**src/rtl/sr_latch_bank_ctrl.sv**
```systemverilog
// sr_latch_bank_ctrl: pulse/settle/verify sequencer for a bank of NOR S/R latches.
// Clears the whole bank after reset, then services single-latch set/clear requests.
module sr_latch_bank_ctrl #(
    parameter int N         = 6,
    parameter int IDX_W     = 3,
    parameter int PULSE_W   = 4,
    parameter int SETTLE_W  = 3,
    parameter int MAX_RETRY = 2,
    parameter int CNT_W     = 4
) (
    input  logic             clk,
    input  logic             rst_n,
    input  logic             req_valid,
    output logic             req_ready,
    input  logic [IDX_W-1:0] req_idx,
    input  logic             req_val,
    output logic             resp_valid,
    output logic             resp_ok,
    output logic [N-1:0]     s_out,
    output logic [N-1:0]     r_out,
    input  logic [N-1:0]     q_in,
    input  logic [N-1:0]     qn_in,
    output logic             init_done,
    output logic             err_sticky,
    input  logic             err_clr
);

    localparam int RTY_W = (MAX_RETRY < 1) ? 1 : $clog2(MAX_RETRY + 1);

    localparam logic [CNT_W-1:0] PW_C  = CNT_W'(PULSE_W);
    localparam logic [CNT_W-1:0] SW1_C = CNT_W'(SETTLE_W - 1);
    localparam logic [RTY_W-1:0] MR_C  = RTY_W'(MAX_RETRY);
    localparam logic [IDX_W:0]   NUM_C = (IDX_W + 1)'(N);

    typedef enum logic [2:0] {
        INIT_DRIVE,
        INIT_SETTLE,
        INIT_CHECK,
        IDLE,
        DRIVE,
        SETTLE,
        CHECK,
        RESP
    } state_t;

    state_t           state;
    logic [CNT_W-1:0] cnt;
    logic [RTY_W-1:0] retry;
    logic [IDX_W-1:0] idx_q;
    logic             val_q;

    logic [N-1:0] q_m, q_s;
    logic [N-1:0] qn_m, qn_s;

    logic [N-1:0] sel_q;
    logic [N-1:0] sel_req;
    logic         hit_q;
    logic         hit_qn;
    logic         verify_ok;
    logic         init_ok;
    logic         handshake;
    logic         idx_ok;
    logic         retry_left;
    logic         err_set;

    function automatic logic [N-1:0] onehot(input logic [IDX_W-1:0] i);
        logic [N-1:0] v;
        v = '0;
        for (int k = 0; k < N; k++) begin
            if (i == IDX_W'(k)) v[k] = 1'b1;
        end
        return v;
    endfunction

    // Two-flop synchroniser for the asynchronous latch feedback
    always_ff @(posedge clk or negedge rst_n) begin
        if (!rst_n) begin
            q_m  <= '0;
            q_s  <= '0;
            qn_m <= '0;
            qn_s <= '0;
        end else begin
            q_m  <= q_in;
            q_s  <= q_m;
            qn_m <= qn_in;
            qn_s <= qn_m;
        end
    end

    // Target selection and feedback verdicts
    always_comb begin
        sel_q      = onehot(idx_q);
        sel_req    = onehot(req_idx);
        hit_q      = |(q_s & sel_q);
        hit_qn     = |(qn_s & sel_q);
        verify_ok  = (hit_q == val_q) && (hit_qn == !val_q);
        init_ok    = (q_s == '0) && (qn_s == {N{1'b1}});
        handshake  = req_valid && req_ready;
        idx_ok     = {1'b0, req_idx} < NUM_C;
        retry_left = retry < MR_C;
        err_set    = ((state == INIT_CHECK) && !init_ok) ||
                     ((state == CHECK) && !verify_ok && !retry_left);
    end

    // Sequencer: every output is a register written only here
    always_ff @(posedge clk or negedge rst_n) begin
        if (!rst_n) begin
            state      <= INIT_DRIVE;
            cnt        <= '0;
            retry      <= '0;
            idx_q      <= '0;
            val_q      <= 1'b0;
            s_out      <= '0;
            r_out      <= '0;
            req_ready  <= 1'b0;
            resp_valid <= 1'b0;
            resp_ok    <= 1'b0;
            init_done  <= 1'b0;
        end else begin
            resp_valid <= 1'b0;
            resp_ok    <= 1'b0;
            unique case (state)
                INIT_DRIVE: begin
                    if (cnt == PW_C) begin
                        r_out <= '0;
                        cnt   <= '0;
                        state <= INIT_SETTLE;
                    end else begin
                        r_out <= '1;
                        cnt   <= cnt + 1'b1;
                    end
                end
                INIT_SETTLE: begin
                    if (cnt == SW1_C) begin
                        cnt   <= '0;
                        state <= INIT_CHECK;
                    end else begin
                        cnt <= cnt + 1'b1;
                    end
                end
                INIT_CHECK: begin
                    init_done <= 1'b1;
                    req_ready <= 1'b1;
                    state     <= IDLE;
                end
                IDLE: begin
                    if (handshake) begin
                        idx_q <= req_idx;
                        val_q <= req_val;
                        if (idx_ok) begin
                            // pulse starts on the handshake edge, so count it now
                            req_ready <= 1'b0;
                            retry     <= '0;
                            cnt       <= CNT_W'(1);
                            s_out     <= req_val ? sel_req : '0;
                            r_out     <= req_val ? '0 : sel_req;
                            state     <= DRIVE;
                        end else begin
                            resp_valid <= 1'b1;
                        end
                    end
                end
                DRIVE: begin
                    if (cnt == PW_C) begin
                        s_out <= '0;
                        r_out <= '0;
                        cnt   <= '0;
                        state <= SETTLE;
                    end else begin
                        cnt <= cnt + 1'b1;
                    end
                end
                SETTLE: begin
                    if (cnt == SW1_C) begin
                        cnt   <= '0;
                        state <= CHECK;
                    end else begin
                        cnt <= cnt + 1'b1;
                    end
                end
                CHECK: begin
                    if (verify_ok) begin
                        resp_valid <= 1'b1;
                        resp_ok    <= 1'b1;
                        state      <= RESP;
                    end else if (retry_left) begin
                        retry <= retry + 1'b1;
                        cnt   <= CNT_W'(1);
                        s_out <= val_q ? sel_q : '0;
                        r_out <= val_q ? '0 : sel_q;
                        state <= DRIVE;
                    end else begin
                        resp_valid <= 1'b1;
                        state      <= RESP;
                    end
                end
                RESP: begin
                    req_ready <= 1'b1;
                    state     <= IDLE;
                end
                default: begin
                    state <= INIT_DRIVE;
                end
            endcase
        end
    end

    // Sticky verify error; a new failure beats a simultaneous clear
    always_ff @(posedge clk or negedge rst_n) begin
        if (!rst_n) begin
            err_sticky <= 1'b0;
        end else if (err_set) begin
            err_sticky <= 1'b1;
        end else if (err_clr) begin
            err_sticky <= 1'b0;
        end
    end

endmodule

```
**config.mk**
```make
export PLATFORM = sky130hd
export DESIGN_NAME = sr_latch_bank_ctrl
export DESIGN_NICKNAME = d
export VERILOG_FILES = /design/src/rtl/sr_latch_bank_ctrl.sv
export SDC_FILE = /design/constraint.sdc
export NUM_CORES = 1
export LEC_CHECK = 0
export BUFFER_PORTS_ARGS = -buffer_cell sky130_fd_sc_hd__buf_2
export CAP_MARGIN = 10
export CELL_PAD_IN_SITES_DETAIL_PLACEMENT = 1
export CELL_PAD_IN_SITES_GLOBAL_PLACEMENT = 1
export CORE_MARGIN = 5
export CORE_UTILIZATION = 30
export DETAILED_ROUTE_END_ITERATION = 8
export PLACE_DENSITY = 0.64
export SLEW_MARGIN = 20
export SYNTH_ARGS = -nofsm -noshare
export SYNTH_HDL_FRONTEND = slang
export SYNTH_SLANG_ARGS = --single-unit
```
**constraint.sdc**
```tcl
create_clock -name clk -period 2.1 [get_ports clk]
set_clock_uncertainty 0.05 [all_clocks]
set_input_delay 0.105 -clock clk [delete_from_list [all_inputs] [get_ports clk]]
set_output_delay 0.105 -clock clk [all_outputs]
set_load 0.05 [all_outputs]
```
==> reports/qor.txt <==
Max transition margin = 68.89%
# H-tree levels = 2
Synth Flop Type = dfrtp_1
1st-pass router iterations = 6
Most common cell after layout, fill and taps aside = dfrtp_1
Worst Setup Start Kind = flop
Routability congestion estimate = 0.8188
First-pass GRT wire length = 11720 µm
Die span in x = 103.1 µm
1st-iter DRT viols = 56
Initial antenna violation count = 0
HP Start = req_val
Max-Cap Viols = 0
Distinct cells, synth = 49
Hold Path Cell Cnt = 2
Hold Path Class = input pin to flop
GRT overflow = 0
Pleak = 1.521 nW
Layout area overhead = 32.00%
Reg2Reg Setup Slack = -320 ps
Status = complete, but fails checks
Post-layout util = 39.94%
VDD IR max = 0.4115 mV
Share of the synthesized area in the top cell type = 51.97%
Total power = 5.288 mW
# DRC = 0
Total Nets Final = 355
Clock Tree Buf Depth = 2
Worst Max-Slew Pin Slew = 464.9 ps
Die span in y = 103.1 µm
Hold Path End = val_q$_DFFE_PN0P_
WL per Instance = 15.95 µm
Final Non-Filler Cells = 440
Inserted Clock Buffers = 5
Number of global-route vias before repair = 2391
Antenna-violating nets left = 0
Critical R2R Launch = idx_q[1]$_DFFE_PN0P_
Reg2reg end = s_out[5]$_DFFE_PN0P_
Kind of critical path = flop to flop
I/O pin count = 37
Mapped Avg Cell Area = 10.16 µm²
Wirelength, routed = 7017 µm
Max-slew violations = 0
Die ar. = 0.01063 mm²
Seq cells post-synth = 54
Final worst slack = -320.3 ps
CTS tree = yes
Number of cell rows = 34
Post-DP HPWL = 5058 µm
Cell taking the most area after synthesis = dfrtp_1
CTS clock-pin slew for the worst setup and hold paths = 120 ps
CTS sink count = 54
Post-synth EDFFs = 0
Fmax = 413.2 MHz
Syn Inst Count = 256
Top cells by area, synth = dfrtp_1 (52%), mux2_2 (5.2%), nor2_1 (3.8%)
Fin crit share = 115.3%
Synth Net Count = 280
FFs w/ async S/R, synth = 100.0%
Synth warn = 0
Largest net degree at the start of global routing = 25
PwrDens = 1541 mW/mm²
Crit-path max FO = 6
RSZ-0062 raised after global routing = true
Post-synthesis sequential area ratio = 51.97%
Failing checks = negative setup slack
Most frequent cells in the layout = dfrtp_1 (52), buf_2 (36), nor2_1 (26), buf_4 (26), nand2_1 (24)
Critical Path AT = 2580 ps
R2R cell count = 6
WHS = 53.06 ps
Fraction of layout cells with a size suffix above 1 = 31.02%
# diodes = 0
Filler instances = 991
Period minus WS final = 2420 ps
Clk_lat worst skew = 320 ps
Core ar. = 0.008593 mm²
Finish-stage setup viols = 23
Worst Setup End Kind = flop
WP data required = 2260 ps
Dpl cells = 417
Area of the mapped netlist = 0.002600 mm²
Port Buf Inserts = 36
Initial core utilization = 30.26%
GRT Util Overall = 14.23%
Vias after detailed routing = 2217
Vias per Instance = 5.039
Root Driver = clkbuf_8
Final Hold Viols = 0
worst max path at each step:
stage                               from              endpoint  slack, ps  cells past startpoint
finish              idx_q[1]$_DFFE_PN0P_  s_out[5]$_DFFE_PN0P_       -320                      6
global placement    idx_q[1]$_DFFE_PN0P_  s_out[0]$_DFFE_PN0P_       -240                      6
global route        idx_q[1]$_DFFE_PN0P_  retry[0]$_DFFE_PN0P_       -470                      8
floorplan           idx_q[2]$_DFFE_PN0P_  s_out[0]$_DFFE_PN0P_       -130                      7
detailed placement  idx_q[1]$_DFFE_PN0P_  s_out[2]$_DFFE_PN0P_       -330                      7
CTS                 idx_q[1]$_DFFE_PN0P_  s_out[2]$_DFFE_PN0P_       -240                      7
layout make-up:
cell class              count  area, µm²  share of cell area, %
flip-flops and latches     54       1354                  39.45
multi-input cells         183       1254                  36.53
repair buffers             78      560.5                  16.33
well taps                 108      135.1                  3.937
clock buffers               5      68.82                  2.005
inverters                   9      33.78                 0.9843
clock inverters             3      26.28                 0.7656
registers in the layout, indices dropped and copies added, names as in the netlist:
signal	flops
retry	2
err_sticky	1
qn_s	6
q_m	6
r_out	6
init_done	1
idx_q	3
qn_m	6
req_ready	1
s_out	6
resp_ok	1
val_q	1
cnt	4
q_s	6
resp_valid	1
state	3
logic make-up (layout without fill, tap and decap cells):
family / count (synthesis) / after routing / share of synthesized area (%)
and+or+nand+nor: 98 / 98 / 18.62
AOI/OAI and AO/OA: 65 / 65 / 17.81
DFF: 54 / 54 / 51.97
buffers and inverters: 19 / 95 / 2.983
muxes: 15 / 15 / 6.352
adders and majority gates: 4 / 4 / 1.925
xor gates and xnor gates: 1 / 1 / 0.3369
critical path, stage by stage, from the launching register on:
cell and delay [ps]:
dfrtp_2 480, mux2_4 320, a222oi_1 450, and2_1 230, a211oi_2 110, o22ai_4 290, mux2_2 380
per-stage QoR:
stage               setup TNS, ps  instance area, µm²  worst slack [ps]
floorplan                  -787.9                2600            -129.1
global placement            -2948                3087            -241.4
detailed placement          -4916                3087            -334.9
CTS                         -3669                3366            -238.0
finish                      -5474                3432            -320.3
global route                -8916                3432            -465.3
routing by layer:
metal / vias to the layer above / global-route usage (%) / routed length (µm)
met5: - / 0 / 0
met4: 0 / 4.980 / 116
met3: 10 / 2.436 / 301
met2: 43 / 24.81 / 3512
met1: 1097 / 17.68 / 3087
li1: 1067 / - / -
synthesized netlist by cell type (4+ instances only):
library cell	number
nand3_1	10
clkbuf_1	6
nor2_1	26
dfrtp_1	54
o21ai_0	8
a31oi_1	11
mux2_2	12
nor3_1	5
nand2_1	24
ha_1	4
a21oi_1	12
o211ai_1	5
o22ai_1	5
inv_1	9
nand2b_1	7
nor2b_1	9
nand3b_1	4
timing repair:
item,4_1_cts,5_1_grt
setup endpoints to repair,23,23
gates cloned,0,0
pin swaps,4,0
gates resized for setup,5,17
hold buffers,13,0
buffers inserted,2,0
hold endpoints to repair,66,0
where the power goes:
group	switching (mW)	leakage [nW]	internal, mW
registers	0.271	0.654	1.32
clock network	0.398	0.0491	0.247
logic	1.77	0.818	1.28
total	2.44	1.52	2.85
(Power assumes the default switching activity.)
